<file path="config.mk">
export PLATFORM = sky130hd
export DESIGN_NAME = muldiv_unit
export DESIGN_NICKNAME = d
export VERILOG_FILES = /design/src/rtl/muldiv_pkg.sv /design/src/rtl/muldiv_signfix.sv /design/src/rtl/muldiv_unit.sv
export SDC_FILE = /design/constraint.sdc
export NUM_CORES = 1
export LEC_CHECK = 0
export CELL_PAD_IN_SITES_DETAIL_PLACEMENT = 0
export CELL_PAD_IN_SITES_GLOBAL_PLACEMENT = 2
export CORE_UTILIZATION = 34
export DETAILED_ROUTE_END_ITERATION = 10
export PLACE_DENSITY = 0.87
export SLEW_MARGIN = 20
export SYNTH_ARGS = -nofsm -noshare
export SYNTH_HDL_FRONTEND = slang
export SYNTH_SLANG_ARGS = --single-unit
</file>
<file path="constraint.sdc">
create_clock -name clk -period 8.05 [get_ports clk]
set_input_delay 1.61 -clock clk [delete_from_list [all_inputs] [get_ports clk]]
set_output_delay 1.61 -clock clk [all_outputs]
set_load 0.02 [all_outputs]
</file>
<file path="src/rtl/muldiv_pkg.sv">
// Shared encodings and timing constants for the iterative multiply/divide unit.
package muldiv_pkg;

  // Operation select as presented on the op port.
  typedef enum logic [1:0] {
    OP_MULTU = 2'b00,
    OP_MULT  = 2'b01,
    OP_DIVU  = 2'b10,
    OP_DIV   = 2'b11
  } op_e;

  // Engine sequencing: accept, WIDTH radix-2 steps, then result write-back.
  typedef enum logic [1:0] {
    IDLE = 2'd0,
    RUN  = 2'd1,
    FIN  = 2'd2
  } state_e;

  localparam int unsigned DEFAULT_WIDTH  = 32;
  // Edges from the accepting edge to the edge that raises done.
  localparam int unsigned RESULT_LATENCY = DEFAULT_WIDTH + 1;

  // Result latency for an arbitrary operand width.
  function automatic int unsigned latency_of(input int unsigned width);
    return width + 1;
  endfunction

endpackage

</file>
<file path="src/rtl/muldiv_signfix.sv">
// Conditional two's-complement negate, used for operand magnitudes and result sign fix.
module muldiv_signfix #(
  parameter int unsigned WIDTH = 32
) (
  input  logic             neg,
  input  logic [WIDTH-1:0] x,
  output logic [WIDTH-1:0] y
);

  // Negating the most negative value yields itself, which reads as 2^(WIDTH-1) unsigned.
  assign y = neg ? (~x + WIDTH'(1)) : x;

endmodule

</file>
<file path="src/rtl/muldiv_unit.sv">
// Iterative MULT/MULTU/DIV/DIVU engine with HI/LO result registers and start/busy/done handshake.
module muldiv_unit
  import muldiv_pkg::*;
#(
  parameter int unsigned WIDTH = DEFAULT_WIDTH
) (
  input  logic             clk,
  input  logic             reset,
  input  logic             start,
  input  logic [1:0]       op,
  input  logic [WIDTH-1:0] a,
  input  logic [WIDTH-1:0] b,
  input  logic             flush,
  output logic             busy,
  output logic             done,
  output logic             dz,
  output logic [WIDTH-1:0] hi,
  output logic [WIDTH-1:0] lo
);

  localparam int unsigned     CNT_W     = $clog2(WIDTH + 1);
  localparam int unsigned     STEPS     = latency_of(WIDTH) - 1;
  localparam logic [CNT_W-1:0] LAST_STEP = CNT_W'(STEPS - 1);

  state_e             state_q, state_d;
  logic [CNT_W-1:0]   cnt_q, cnt_d;
  logic               is_div_q, is_div_d;
  logic               neg_res_q, neg_res_d;
  logic               neg_rem_q, neg_rem_d;
  logic               dz_pend_q, dz_pend_d;
  logic [WIDTH-1:0]   a_raw_q, a_raw_d;
  logic [WIDTH-1:0]   dvs_q, dvs_d;
  logic [WIDTH-1:0]   rem_q, rem_d;
  logic [2*WIDTH-1:0] acc_q, acc_d;
  logic               busy_q, busy_d;
  logic               done_q, done_d;
  logic               dz_q, dz_d;
  logic [WIDTH-1:0]   hi_q, hi_d;
  logic [WIDTH-1:0]   lo_q, lo_d;

  op_e                op_sel;
  logic               op_signed;
  logic               op_div;
  logic [WIDTH-1:0]   abs_a, abs_b;
  logic [WIDTH:0]     mul_sum;
  logic [WIDTH:0]     div_shift;
  logic [WIDTH:0]     div_sub;
  logic               div_ge;
  logic [2*WIDTH-1:0] prod_fix;
  logic [WIDTH-1:0]   quo_fix, rem_fix;

  assign op_sel    = op_e'(op);
  assign op_signed = (op_sel == OP_MULT) || (op_sel == OP_DIV);
  assign op_div    = (op_sel == OP_DIVU) || (op_sel == OP_DIV);

  // Operand magnitudes for signed ops.
  muldiv_signfix #(.WIDTH(WIDTH)) u_abs_a (.neg(op_signed & a[WIDTH-1]), .x(a), .y(abs_a));
  muldiv_signfix #(.WIDTH(WIDTH)) u_abs_b (.neg(op_signed & b[WIDTH-1]), .x(b), .y(abs_b));

  // Result sign correction applied at write-back.
  muldiv_signfix #(.WIDTH(2*WIDTH)) u_fix_prod (.neg(neg_res_q), .x(acc_q), .y(prod_fix));
  muldiv_signfix #(.WIDTH(WIDTH)) u_fix_quo (.neg(neg_res_q), .x(acc_q[WIDTH-1:0]), .y(quo_fix));
  muldiv_signfix #(.WIDTH(WIDTH)) u_fix_rem (.neg(neg_rem_q), .x(rem_q), .y(rem_fix));

  // Multiply step: add multiplicand into the upper half when the multiplier LSB is set.
  assign mul_sum = {1'b0, acc_q[2*WIDTH-1:WIDTH]} + {1'b0, dvs_q};

  // Restoring divide step; a set shift-out bit guarantees the trial subtract fits.
  assign div_shift = {rem_q, acc_q[WIDTH-1]};
  assign div_sub   = {1'b0, div_shift[WIDTH-1:0]} - {1'b0, dvs_q};
  assign div_ge    = div_shift[WIDTH] | ~div_sub[WIDTH];

  // State and datapath registers.
  always_ff @(posedge clk or negedge reset) begin
    if (!reset) begin
      state_q   <= IDLE;
      cnt_q     <= '0;
      is_div_q  <= 1'b0;
      neg_res_q <= 1'b0;
      neg_rem_q <= 1'b0;
      dz_pend_q <= 1'b0;
      a_raw_q   <= '0;
      dvs_q     <= '0;
      rem_q     <= '0;
      acc_q     <= '0;
      busy_q    <= 1'b0;
      done_q    <= 1'b0;
      dz_q      <= 1'b0;
      hi_q      <= '0;
      lo_q      <= '0;
    end else begin
      state_q   <= state_d;
      cnt_q     <= cnt_d;
      is_div_q  <= is_div_d;
      neg_res_q <= neg_res_d;
      neg_rem_q <= neg_rem_d;
      dz_pend_q <= dz_pend_d;
      a_raw_q   <= a_raw_d;
      dvs_q     <= dvs_d;
      rem_q     <= rem_d;
      acc_q     <= acc_d;
      busy_q    <= busy_d;
      done_q    <= done_d;
      dz_q      <= dz_d;
      hi_q      <= hi_d;
      lo_q      <= lo_d;
    end
  end

  // Next-state, iteration and write-back logic.
  always_comb begin
    state_d   = state_q;
    cnt_d     = cnt_q;
    is_div_d  = is_div_q;
    neg_res_d = neg_res_q;
    neg_rem_d = neg_rem_q;
    dz_pend_d = dz_pend_q;
    a_raw_d   = a_raw_q;
    dvs_d     = dvs_q;
    rem_d     = rem_q;
    acc_d     = acc_q;
    busy_d    = busy_q;
    done_d    = 1'b0;
    dz_d      = dz_q;
    hi_d      = hi_q;
    lo_d      = lo_q;

    case (state_q)
      IDLE: begin
        if (start) begin
          state_d   = RUN;
          cnt_d     = '0;
          busy_d    = 1'b1;
          is_div_d  = op_div;
          neg_res_d = op_signed & (a[WIDTH-1] ^ b[WIDTH-1]);
          neg_rem_d = op_signed & a[WIDTH-1];
          dz_pend_d = op_div && (b == '0);
          a_raw_d   = a;
          dvs_d     = op_div ? abs_b : abs_a;
          rem_d     = '0;
          acc_d     = {WIDTH'(0), (op_div ? abs_a : abs_b)};
        end
      end

      RUN: begin
        if (flush) begin
          state_d = IDLE;
          busy_d  = 1'b0;
        end else begin
          cnt_d = cnt_q + CNT_W'(1);
          if (is_div_q) begin
            rem_d = div_ge ? div_sub[WIDTH-1:0] : div_shift[WIDTH-1:0];
            acc_d = {acc_q[2*WIDTH-1:WIDTH], acc_q[WIDTH-2:0], div_ge};
          end else begin
            acc_d = acc_q[0] ? {mul_sum, acc_q[WIDTH-1:1]} : {1'b0, acc_q[2*WIDTH-1:1]};
          end
          if (cnt_q == LAST_STEP) begin
            state_d = FIN;
          end
        end
      end

      FIN: begin
        state_d = IDLE;
        busy_d  = 1'b0;
        if (!flush) begin
          done_d = 1'b1;
          dz_d   = dz_pend_q;
          if (dz_pend_q) begin
            lo_d = '1;
            hi_d = a_raw_q;
          end else if (is_div_q) begin
            lo_d = quo_fix;
            hi_d = rem_fix;
          end else begin
            {hi_d, lo_d} = prod_fix;
          end
        end
      end

      default: begin
        state_d = IDLE;
        busy_d  = 1'b0;
      end
    endcase
  end

  assign busy = busy_q;
  assign done = done_q;
  assign dz   = dz_q;
  assign hi   = hi_q;
  assign lo   = lo_q;

endmodule

</file>
==> results.cfg <==
[timing]
layout_min_cycle_time_ns = 4.68
setup-tns-final_ns = 0
rsz0062_at_grt = false
clock.fmax_mhz = 214
slew_headroom = 0.256
finalHoldViolCount = 0
worst_pin_slew_ns = 1.10
finalCritPeriodShare = 0.581
skew_ns = 0.0240
setup_violations = 0
drv_slew = 0

[synthesis]
yosysUniqueCellTypes = 73
syn_area_per_cell_um2 = 7.96
synth-edff-count = 0
async_reset_ff_frac = 1.00
synth_ff_type = dfrtp_1
syn-num-nets = 2364
ys_ff_latch = 239
yosysSeqAreaShare = 0.338
syn_area_um2 = 17700
synth_cells = 2223
ys_warn_count = 0

[global_route]
use_met1 = 0.369
grt_first_pass_wirelength_um = 102000
grt_util_all_layers = 0.251
grt_start_max_net_pins = 146
grt_util_met2 = 0.389
met3_usage = 0.0294
top_usage_layer = met2
grt_pass1_vias = 15900
antenna_found_initial = 2
gr-total-overflow = 0

[job]
cap_violations = 0

[clock_network]
post_cts_resized = 0
cts_num_sinks = 239
numCtsBuffers = 31
insertion_delay_ns = 0.59
cts.clk_slew.worst_paths_ns = 0.06
post_cts_buffers = 0
cts_tree = built
postCtsHoldBufs = 0
htree_levels = 1
cts_root_buf = clkbuf_16
clockBufferDepth = 3

[worst_setup_path]
cp.arrival_ns = 5.13
cpPeakStageDelay_ns = 0.65
path_delay_family = simple AND/OR/NAND/NOR gates
critPathKind = in -> reg
critPathMaxFanout = 4
path_cells = clkdlybuf4s50_1 -> or4_1 -> nor4_1 -> and2_1 -> nor3b_1 -> a21oi_1 -> xor2_1 -> nor2_1 -> a21oi_1 -> a221o_1
critPathLaunchType = primary input
path_buf_inv = 1
critPathSlowestCell = nor4_1
cp-end-kind = register
crit_top_cell = a21oi_1
cp.required_ns = 8.50

[drt]
dr.pass1.iters = 6
num_vias = 17100
finalWirelength_um = 67700
drc = 0
ant_nets = 0
wl_per_cell_um = 22.7
drt_iter0_markers = 1689
viasPerCell = 5.72

[floorplanning]
die_w_um = 230
start_util = 0.344
die_h_um = 230
core_um2 = 51400
dieArea_um2 = 53000
io_pins = 137
rows = 83

[power_and_ir_drop]
p_int_mw = 3.02
p_sw_frac = 0.424
power_frac_comb = 0.379
power_density_nw_per_um2 = 254
pwr-share-clk = 0.276
p_leak_nw = 8.90
max-vdd-ir-drop_v = 0.000189
switchingPower_mw = 2.22
power_frac_seq = 0.345

[cells_and_area]
syn_to_final_growth_pct = 16.6
drive_above_1_share = 0.0483
final_common_cell = nand2_1
fin_nets = 2416
fillers = 5238
mostFrequentLayoutCells = nand2_1 (305), dfrtp_1 (237), o21ai_0 (229)
final_util = 0.401

[placement]
portBuffers = 136
hpwl_um = 51200
place_congestion = 0.949

[run_status]
status = completed

[min_path]
hold_path.class = reg -> reg
==> worst register-to-register path, stage by stage, from the launching register on <==
cell and delay (ns):
dfrtp_1 0.42, inv_1 0.10, ha_1 0.22, fa_1 0.40, nand2b_1 0.18, a21o_1 0.20, a211oi_1 0.55, a31oi_1 0.27
o211ai_1 0.32, a21oi_1 0.34, nor2_2 0.42, buf_4 0.37, nand2_1 0.23, o21ai_0 0.24
==> metal layers <==
metal  vias to the layer above  wire length, um
met4                         0             1470
met1                      8398            31300
li1                       8010                -
met5                         -                0
met2                       582            30300
met3                        66             4610
==> final timing paths <==
path,start,end,slack (ns),cells past startpoint
min in group asynchronous,reset,a_raw_q[9]$_DFFE_PN0P_,1.00,1
worst min register to register,hi[8]$_DFFE_PN0P_,hi[8]$_DFFE_PN0P_,0.48,2
worst min-delay path,hi[8]$_DFFE_PN0P_,hi[8]$_DFFE_PN0P_,0.48,2
worst max-delay path,b[9],acc_q[29]$_DFFE_PN0P_,3.37,10
max in group asynchronous,reset,is_div_q$_DFFE_PN0P_,5.67,2
worst max register to register,acc_q[31]$_DFFE_PN0P_,rem_q[27]$_DFFE_PN0P_,3.68,13
==> metrics by stage <==
stage	hold slack, ns	instance area, um2	power [mW]	cells	worst slack, ns
after global routing	0.503	20600	5.54	2980	3.29
after detailed placement	0.465	19600	3.78	2922	2.86
after CTS	0.480	20600	5.23	2980	3.45
after global placement	0.455	19600	3.75	2922	2.88
final	0.477	20600	5.24	2981	3.37
after floorplan	0.437	17700	3.07	2223	4.10
==> power by group through the flow <==
stage / logic, mW / registers (mW) / clock network [mW]
after floorplan: 1.48 / 1.59 / 0
after global routing: 2.20 / 1.83 / 1.51
after detailed placement: 1.95 / 1.82 / 0
final: 1.99 / 1.81 / 1.44
after CTS: 1.97 / 1.80 / 1.46
after global placement: 1.94 / 1.82 / 0
==> registers in the layout, summed over array words and instances (netlist names) <==
signal and cells:
dvs_q 32, cnt_q 6, done 1, acc_q 64, state_q 2, lo 32
a_raw_q 32, rem_q 32, is_div_q 1, neg_rem_q 1, busy 1, dz 1
hi 32, neg_res_q 1, dz_pend_q 1
==> Yosys cell counts (17+ instances only) <==
library cell  count  area, um2
or3_1            26        163
o31ai_1          44        330
a22oi_1          20        150
nand2b_1         22        138
or4_1            22        165
xnor2_1          83        727
xor2_1          118       1030
a21o_1           32        240
o211ai_1         17        128
nor3_1           44        220
a211oi_1         22        165
ha_1             69        863
nor2_1          203        762
a21oi_1         209       1050
nand3_1          49        245
inv_1            55        206
clkbuf_1        124        465
dfrtp_1         239       5980
nand2_1         306       1150
o21ai_0         229       1150
mux2i_1          74        741
==> cell type report <==
| cell class | instances | area (um2) | area share |
|---|---|---|---|
| Clock inverter | 15 | 175 | 0.00849 |
| Timing Repair Buffer | 159 | 1550 | 0.0749 |
| Inverter | 56 | 210 | 0.0102 |
| Clock buffer | 43 | 881 | 0.0427 |
| Multi-Input combinational cell | 1788 | 11000 | 0.532 |
| Sequential cell | 239 | 5990 | 0.290 |
| Tap cell | 680 | 851 | 0.0412 |
| Antenna cell | 1 | 2.50 | 0.000121 |
==> logic make-up (layout without fill, tap and decap cells) <==
logic type	after synthesis	after routing	synth area share
AND/OR/NAND/NOR	767	767	0.197
multiplexers	75	75	0.0425
buffers and inverters	196	273	0.0419
flip-flops	239	239	0.338
other	0	1	0
adder cells (fa/ha/maj)	71	71	0.0511
XOR/XNOR	201	201	0.0995
AO/OA/AOI/OAI	674	674	0.230
No activity file was read; power rests on OpenSTA's default activity.
